===== config.mk =====
export PLATFORM = sky130hd
export DESIGN_NAME = bfp_block_scaler_flat
export DESIGN_NICKNAME = d
export VERILOG_FILES = /design/src/rtl/bfp_block_scaler_if.sv /design/src/rtl/bfp_block_scaler.sv /design/src/flat_wrapper.sv
export SDC_FILE = /design/constraint.sdc
export NUM_CORES = 1
export LEC_CHECK = 0
export CAP_MARGIN = 20
export CORE_UTILIZATION = 62
export CTS_CLUSTER_SIZE = 20
export DETAILED_ROUTE_END_ITERATION = 10
export GPL_TIMING_DRIVEN = 0
export HOLD_SLACK_MARGIN = 0.1
export PLACE_DENSITY = 0.91
export SLEW_MARGIN = 0
export SYNTH_ARGS = -nofsm -noshare
export SYNTH_HDL_FRONTEND = slang
export SYNTH_SLANG_ARGS = --single-unit

===== constraint.sdc =====
create_clock -name clk -period 17.4 [get_ports clk]
set_clock_uncertainty 0.15 [all_clocks]
set_input_delay 3.48 -clock clk [delete_from_list [all_inputs] [get_ports clk]]
set_output_delay 3.48 -clock clk [all_outputs]
set_load 0.01 [all_outputs]

===== src/rtl/bfp_block_scaler_if.sv =====
// Stream bundle for bfp_block_scaler: a 2W-bit accumulator stream in, and a W-bit
// scaled stream out that carries the block exponent and an end-of-block marker.
interface bfp_block_scaler_if #(
    parameter int W = 16
);
    logic            in_valid;
    logic            in_ready;
    logic [2*W-1:0]  in_data;
    logic            out_valid;
    logic            out_ready;
    logic [W-1:0]    out_data;
    logic [5:0]      out_exp;
    logic            out_last;

    modport slave (
        input  in_valid, in_data, out_ready,
        output in_ready, out_valid, out_data, out_exp, out_last
    );

    modport master (
        output in_valid, in_data, out_ready,
        input  in_ready, out_valid, out_data, out_exp, out_last
    );
endinterface


===== src/rtl/bfp_block_scaler.sv =====
// Block-floating-point rescaler: buffers N samples of width 2W, then replays them as W-bit samples that share one shift.
// Define BFP_ROUND_EN to get round-half-up with saturation instead of truncation.
module bfp_block_scaler #(
    parameter int W = 16,
    parameter int N = 8
) (
    input  logic             clk,
    input  logic             rst,
    bfp_block_scaler_if.slave bus
);
    localparam int DW = 2 * W;
    localparam int IW = (N > 1) ? $clog2(N) : 1;

    typedef enum logic {FILL, DRAIN} state_t;

    state_t          state;
    logic [DW-1:0]   mem [N];
    logic [IW-1:0]   wcnt, rcnt, rd_nxt;
    logic [5:0]      s_run, s_in, s_new;
    logic            wr_fire, rd_fire, wr_last, rd_last;

    // Shift needed so the sample fits in W bits: W minus its redundant sign bits (capped at W).
    function automatic logic [5:0] sample_shift(input logic [DW-1:0] x);
        logic       run;
        logic [5:0] r;
        run = 1'b1;
        r   = '0;
        for (int i = DW - 2; i >= W - 1; i--) begin
            if (run && (x[i] == x[DW-1])) r = r + 6'd1;
            else                          run = 1'b0;
        end
        return 6'(W) - r;
    endfunction

    function automatic logic [W-1:0] scale(input logic [DW-1:0] x, input logic [5:0] sh);
`ifdef BFP_ROUND_EN
        logic signed [DW:0] half, xr, q;
        half = (sh == 6'd0) ? '0 : ((DW+1)'(1) << (sh - 6'd1));
        xr   = {x[DW-1], x} + half;
        q    = xr >>> sh;
        // Only the +half carry can push a result past W bits; clamp toward the sign.
        if ((&q[DW:W-1]) || !(|q[DW:W-1])) return q[W-1:0];
        else if (q[DW])                     return {1'b1, {(W-1){1'b0}}};
        else                                return {1'b0, {(W-1){1'b1}}};
`else
        logic signed [DW-1:0] q;
        q = $signed(x) >>> sh;
        return q[W-1:0];
`endif
    endfunction

    assign wr_fire = bus.in_valid && bus.in_ready;
    assign rd_fire = bus.out_valid && bus.out_ready;
    assign s_in    = sample_shift(bus.in_data);
    assign s_new   = (s_in > s_run) ? s_in : s_run;
    assign wr_last = (wcnt == IW'(N - 1));
    assign rd_last = (rcnt == IW'(N - 1));
    assign rd_nxt  = rcnt + IW'(1);

    always_ff @(posedge clk) begin
        if (wr_fire) mem[wcnt] <= bus.in_data;
    end

    // The output register is loaded one sample ahead: entry into DRAIN presents buf[0],
    // and each accepted output presents the next entry, so a stall holds data and exp.
    always_ff @(posedge clk) begin
        if (rst) begin
            state         <= FILL;
            bus.in_ready  <= 1'b1;
            bus.out_valid <= 1'b0;
            bus.out_data  <= '0;
            bus.out_exp   <= '0;
            bus.out_last  <= 1'b0;
            wcnt          <= '0;
            rcnt          <= '0;
            s_run         <= '0;
        end else begin
            case (state)
                FILL: begin
                    if (wr_fire) begin
                        if (wr_last) begin
                            wcnt          <= '0;
                            s_run         <= '0;
                            rcnt          <= '0;
                            bus.out_exp   <= s_new;
                            bus.out_data  <= scale(mem[0], s_new);
                            bus.out_last  <= (N == 1);
                            bus.out_valid <= 1'b1;
                            bus.in_ready  <= 1'b0;
                            state         <= DRAIN;
                        end else begin
                            wcnt  <= wcnt + IW'(1);
                            s_run <= s_new;
                        end
                    end
                end
                DRAIN: begin
                    if (rd_fire) begin
                        if (rd_last) begin
                            rcnt          <= '0;
                            bus.out_valid <= 1'b0;
                            bus.out_last  <= 1'b0;
                            bus.in_ready  <= 1'b1;
                            state         <= FILL;
                        end else begin
                            rcnt         <= rd_nxt;
                            bus.out_data <= scale(mem[rd_nxt], bus.out_exp);
                            bus.out_last <= (rd_nxt == IW'(N - 1));
                        end
                    end
                end
                default: state <= FILL;
            endcase
        end
    end
endmodule


===== src/flat_wrapper.sv =====
// flat-port wrapper written by rule: the top's interface ports become plain ports
module bfp_block_scaler_flat 
#(
    parameter int W = 16,
    parameter int N = 8
)
  (clk, rst, bus_in_valid, bus_in_data, bus_out_ready, bus_in_ready, bus_out_valid, bus_out_data, bus_out_exp, bus_out_last);
  bfp_block_scaler_if #(.W(W)) bus_i ();
  input  logic clk;
  input  logic rst;
  input wire logic [$bits(bus_i.in_valid)-1:0] bus_in_valid;
  input wire logic [$bits(bus_i.in_data)-1:0] bus_in_data;
  input wire logic [$bits(bus_i.out_ready)-1:0] bus_out_ready;
  output wire logic [$bits(bus_i.in_ready)-1:0] bus_in_ready;
  output wire logic [$bits(bus_i.out_valid)-1:0] bus_out_valid;
  output wire logic [$bits(bus_i.out_data)-1:0] bus_out_data;
  output wire logic [$bits(bus_i.out_exp)-1:0] bus_out_exp;
  output wire logic [$bits(bus_i.out_last)-1:0] bus_out_last;
  assign bus_i.in_valid = bus_in_valid;
  assign bus_i.in_data = bus_in_data;
  assign bus_i.out_ready = bus_out_ready;
  assign bus_in_ready = bus_i.in_ready;
  assign bus_out_valid = bus_i.out_valid;
  assign bus_out_data = bus_i.out_data;
  assign bus_out_exp = bus_i.out_exp;
  assign bus_out_last = bus_i.out_last;
  bfp_block_scaler #(.W(W), .N(N)) u_core (.clk(clk), .rst(rst), .bus(bus_i));
endmodule

; Word-level counts from Yosys, hierarchy flattened
; Memory sizes are Yosys's and may differ from the RTL's.
; Index checks and enable logic that the tools add are counted.
; W data, S select, Z words.
[totals]
output_inout_bits = 25
ff_bits = 38
n_memories = 1
elab_cells = 142
mem_bits_rw = 256
input_bits = 36
[classes]
n_mux = 64
reduce_logical = 22
shift = 2
eq_ne = 24
bitwise_logic = 1
n_addsub = 18
n_lt_le_gt_ge = 1
[memory_table]
columns = name, words, width, read_ports, rd_ports_with_merged_regs, wr, line
row1 = u_core.mem, 8, 32, 2, 0, 1, bfp_block_scaler.sv:17  ; logic [DW-1:0] mem [N];
[ops]
columns = operator, count
row1 = $mux W6, 17
row2 = $add A6 B1 Y6 const B, 14
row3 = $mux W16, 4
row4 = $sshr A32 B6 Y16, 2
row5 = $mux W1, 32
row6 = $pmux W16 S2, 1
row7 = $logic_and A1 B1 Y1, 17
row8 = $eq A1 B1 Y1, 16
row9 = $mux W3, 5
row10 = $eq A3 B3 Y1 const B, 3
row11 = $pmux W1 S2, 4
row12 = $reduce_and A4 Y1, 2
row13 = $add A3 B1 Y3 const B, 2
row14 = $gt A6 B6 Y1, 1
row15 = $ne A2 B2 Y1 const B, 3
row16 = $pmux W3 S2, 1
row17 = $reduce_and A3 Y1, 2
row18 = $sub A5 B6 Y6 const A, 1
row19 = $ne A2 B1 Y1 const B, 2
row20 = $add A1 B1 Y2 const B, 1
row21 = $reduce_and A2 Y1, 1
row22 = $not A1 Y1, 1

; Depth between registers and ports, before layout
[depth]
depth_word = 39
mapped_depth = 62
ltp_nobuf = 55

; Least setup slack after synthesis
; Ideal clock, no wire load.
[synth_path]
path_type = input -> register
from = in bus_in_data[31]
to = reg u_core.bus.out_data[14]
setup_ns = 0.117
t_arrival_ns = 14.058
required_time_ns = 17.133
path_buffers = 8
stages = 57
slack_ns = 3.075
cell_sequence = buf_6 buf_6 buf_6 clkbuf_1 clkbuf_1 nand2_1 a21o_1 o31ai_1 ha_1 o21a_1 ha_1 a21o_1 ha_1 nand2_1 o211ai_1 a21o_1 ha_1 mux2_2 (+21 left out) ha_1 a21boi_1 mux2_2 a21o_1 and2_1 ha_1 nand4_1 o22ai_1 a21oi_1 a21o_1 clkbuf_1 clkbuf_1 clkbuf_1 nor3_1 o41ai_2 nor2_1 a211o_1 a32o_1
[synth_between]
elab_chain_cells = 39
word_cells_on_any_way = 84
cone_classes = 16 x add/sub / 1 x order compare / 16 x eq/ne / 1 x shift / 35 x mux / 15 x reduce/logical
[synth_lines]
columns = element, line
row1 = start: declaration, flat_wrapper.sv:12  ; input wire logic [$bits(bus_i.in_data)-1:0] bus_in_data;
row2 = $eq A1 B1 Y1, bfp_block_scaler.sv:29  ; if (run && (x[i] == x[DW-1])) r = r + 6'd1;
row3 = $mux W1, bfp_block_scaler.sv:29
row4 = $add A1 B1 Y2 or $logic_and A1 B1 Y1 (tied branches), bfp_block_scaler.sv:29
row5 = $mux W6 or $mux W1 (tied branches), bfp_block_scaler.sv:29
row6 = $add A6 B1 Y6 or $logic_and A1 B1 Y1 (tied branches), bfp_block_scaler.sv:29
row7 = $mux W6 or $mux W1 (tied branches), bfp_block_scaler.sv:29
row8 = $add A6 B1 Y6 or $logic_and A1 B1 Y1 (tied branches), bfp_block_scaler.sv:29
row9 = $mux W6 or $mux W1 (tied branches), bfp_block_scaler.sv:29
row10 = (+23 left out), n/a
row11 = $mux W6 (*), bfp_block_scaler.sv:29
row12 = $sub A5 B6 Y6 (*), bfp_block_scaler.sv:32  ; return 6'(W) - r;
row13 = $gt A6 B6 Y1, bfp_block_scaler.sv:55  ; assign s_new = (s_in > s_run) ? s_in : s_run;
row14 = $mux W6 (*), bfp_block_scaler.sv:55
row15 = $sshr A32 B6 Y16 (*), bfp_block_scaler.sv:47  ; q = $signed(x) >>> sh;
row16 = $mux W16 (*), bfp_block_scaler.sv:81  ; if (wr_last) begin
row17 = $mux W16 (*), bfp_block_scaler.sv:80  ; if (wr_fire) begin
row18 = $pmux W16 S2 (*), bfp_block_scaler.sv:78  ; case (state)
row19 = end signal: assignment, bfp_block_scaler.sv:86  ; bus.out_data <= scale(mem[0], s_new);
row20 = end signal: assignment, bfp_block_scaler.sv:107  ; bus.out_data <= scale(mem[rd_nxt], bus.out_exp);
row21 = end: declaration, bfp_block_scaler_if.sv:17  ; output in_ready, out_valid, out_data, out_exp, out_last
; Every way passes the cells marked *; elsewhere a longest branch is shown, timed or not. The select of a mux whose other input is x is not followed.
; A chain may end at the register's enable or synchronous reset.

; Worst setup path in the final report
; Same ends and word-level chain as after synthesis.

==> results_dict.tcl <==
set metrics [dict create \
    status "finished, final reports clean" \
    totalPowerFinal_mw 1.81 \
    antenna_left 0 \
    antenna_found_initial 1 \
    grt_max_degree 29 \
    worstHoldStart "u_core.bus.out_data[7]" \
    syn_area_mm2 0.0170 \
    fmax_ghz 0.0622 \
    startpoint "bus_in_data[31]" \
    final_area_mm2 0.0192 \
    dpl_cell_area_mm2 0.0183 \
    yosysTopAreaCell "edfxtp_1" \
    reg2reg_slack_ps 10280 \
    critical_path.max_fanout 19 \
    vias 13300 \
    max_stage_delay_ps 750 \
    period_share 0.924 \
    p_leak_nw 6.53 \
    post-place-cells 1823 \
    ctsResizeCount 0 \
    worst_setup_path_end_kind "flop" \
    drc_errors 0 \
    routedWlPerCell_um 26.9 \
    cts_buffer_depth 3 \
    drive_gt1_frac 0.164 \
    ys_async_sr_fraction 0 \
    viasPerCell 7.11 \
    crit_top_cell "ha_1" \
    synth_nets 1472 \
    final_cell_mix "256 x edfxtp_1, 147 x nand2_1, 118 x mux2i_1, 94 x o21ai_0, 94 x nor2_1" \
    avgSynthCellArea_um2 12.0 \
    power_density_mw_per_mm2 94.5 \
    cp.arrival_ps 16390 \
    cp-start-kind "input port" \
    rr_worst_depth 21 \
    synth_top_cell_area_share 0.452 \
    grt_pass1_wl_um 76600 \
    root_buffer "clkbuf_16" \
    io_buffers 59 \
    reg2reg_to "u_core.bus.out_data[9]" \
    fp.dieW_um 168 \
    place.gp.congestion 0.965 \
    min_period_ps 16080 \
    yosysWarnings 0 \
    dp.final_hpwl_um 35000 \
    ys_seq_area_frac 0.497 \
    n_antenna_cell 0 \
    drv_cap 0 \
    fin_hold_ws_ps 305 \
    tightest_slew_ps 1070 \
    cts_hold_buf 0 \
    post_cts_buffers 0 \
    synth_area_leaders "edfxtp_1 45%, mux4_2 10%, mux2i_1 7.0%" \
    cts_tree "built" \
    clock_sinks 294 \
    r2r-start "u_core.rcnt[0]" \
    path_class "input port to flop" \
    clk_pin_slew_ps 60 \
    maxSlewViolCount 0 \
    final_common_cell "edfxtp_1" \
    synthFlopType "edfxtp_1" \
    min_path_type "flop to flop" \
    finalSetupViolCount 0 \
    grt_pass1_vias 12800 \
    yosysUniqueCellTypes 99 \
    die_area_mm2 0.0281 \
    numCtsBuffers 29 \
    ir_drop_mv 0.0996 \
    track_usage 0.365 \
    worst_slack_ps 1320 \
    wl_um 50400 \
    core_area_mm2 0.0270 \
    finalHoldViolations 0 \
    rsz0062_at_grt "no" \
    final_util 0.713 \
    first_pass_iters 7 \
    ys_ff_latch 294 \
    cts_max_level 1 \
    syn_inst 1411 \
    post-place-ws_ps -105 \
    crit_end "u_core.bus.out_data[14]" \
    syn2layout_area_growth_pct 13.0 \
    fin_cells 1875 \
    grt_overflow 0 \
    row_count 60 \
    fin_nets 1572 \
    crit_required_ps 17720 \
    cp_slowest_cell "clkdlybuf4s50_1" \
    start_util 0.631 \
    pin_count 61 \
    die_height_um 168 \
    drt_iter0_drc 2009 \
    fin_tns_setup_ps 0 \
    slew_headroom 0.284 \
    insertion_delay_ps 590 \
    synth_edf_count 256 \
]
-- synth_stat cells (7+ instances only) --
library cell	instances
a211o_1	8
a211oi_1	16
a21o_1	10
a21oi_1	66
a22oi_1	9
a32o_1	7
and2_1	11
and3_1	12
buf_1	15
buf_2	15
clkbuf_1	57
dfxtp_1	38
edfxtp_1	256
ha_1	25
inv_1	31
mux2_2	37
mux2i_1	119
mux4_2	78
nand2_1	147
nand2b_1	9
nand3_1	21
nand4_1	8
nor2_1	100
nor2b_1	11
nor3_1	21
o211ai_1	13
o21a_1	8
o21ai_0	94
o221ai_1	7
xnor2_1	14
xor2_1	7
-- routing by layer --
layer  vias up  routed length, um  global-route usage
met5         -                 13                   0
met4         2               2490               0.171
met3       237               5730              0.0709
met2      1108              23500               0.582
met1      6342              18700               0.484
li1       5647                  -                   -
-- area by class of cell --
type / instances / area [um2]
buffer: 93 / 429
clock buffer: 38 / 759
clock inverter: 16 / 138
fill: 1758 / 7740
inverter: 32 / 120
multi-input combinational: 989 / 8070
sequential: 294 / 8450
tap: 341 / 427
timing repair buffer: 72 / 820
-- cells by family (layout without fill, tap and decap cells) --
group,Yosys count,in the layout,synth area share
AND/OR/NAND/NOR,383,383,0.107
multiplexers,235,235,0.199
AO/OA/AOI/OAI,313,313,0.123
XOR/XNOR,31,31,0.0223
adder cells (fa/ha/maj),27,27,0.0196
buffers and inverters,128,251,0.0325
flip-flops,294,294,0.497
-- critical path, delay by kind of cell --
| family | cells | cell delay (ps) |
|---|---|---|
| compound gates | 25 | 4790 |
| xor+xnor | 3 | 630 |
| fa+ha+maj | 10 | 3200 |
| buf+inv | 10 | 2930 |
| mux | 4 | 850 |
| simple gates | 5 | 490 |
-- report_power, final --
group          total, mW  switching (mW)  internal [mW]
registers          0.795          0.0144          0.781
logic              0.418           0.254          0.165
clock network      0.601           0.275          0.327
total               1.81           0.543           1.27
-- worst min-delay path by stage --
stage                             endpoint  slack, ps  depth (start not counted)
floorplan                   u_core.rcnt[2]        300                          2
global placement    u_core.bus.out_data[8]        290                          2
detailed placement  u_core.bus.out_data[8]        290                          2
CTS                 u_core.bus.out_data[8]        300                          2
global route        u_core.bus.out_data[2]        330                          1
finish              u_core.bus.out_data[7]        310                          2
-- state kept, by name (all words and copies together), names as in the netlist --
register,cells
u_core.rcnt,3
u_core.bus.out_last,1
u_core.bus.out_valid,1
u_core.bus.out_exp,6
u_core.bus.in_ready,1
u_core.state,1
u_core.wcnt,3
u_core.bus.out_data,16
u_core.s_run,6
u_core.mem,256
Power figures use the tool's default switching activity.
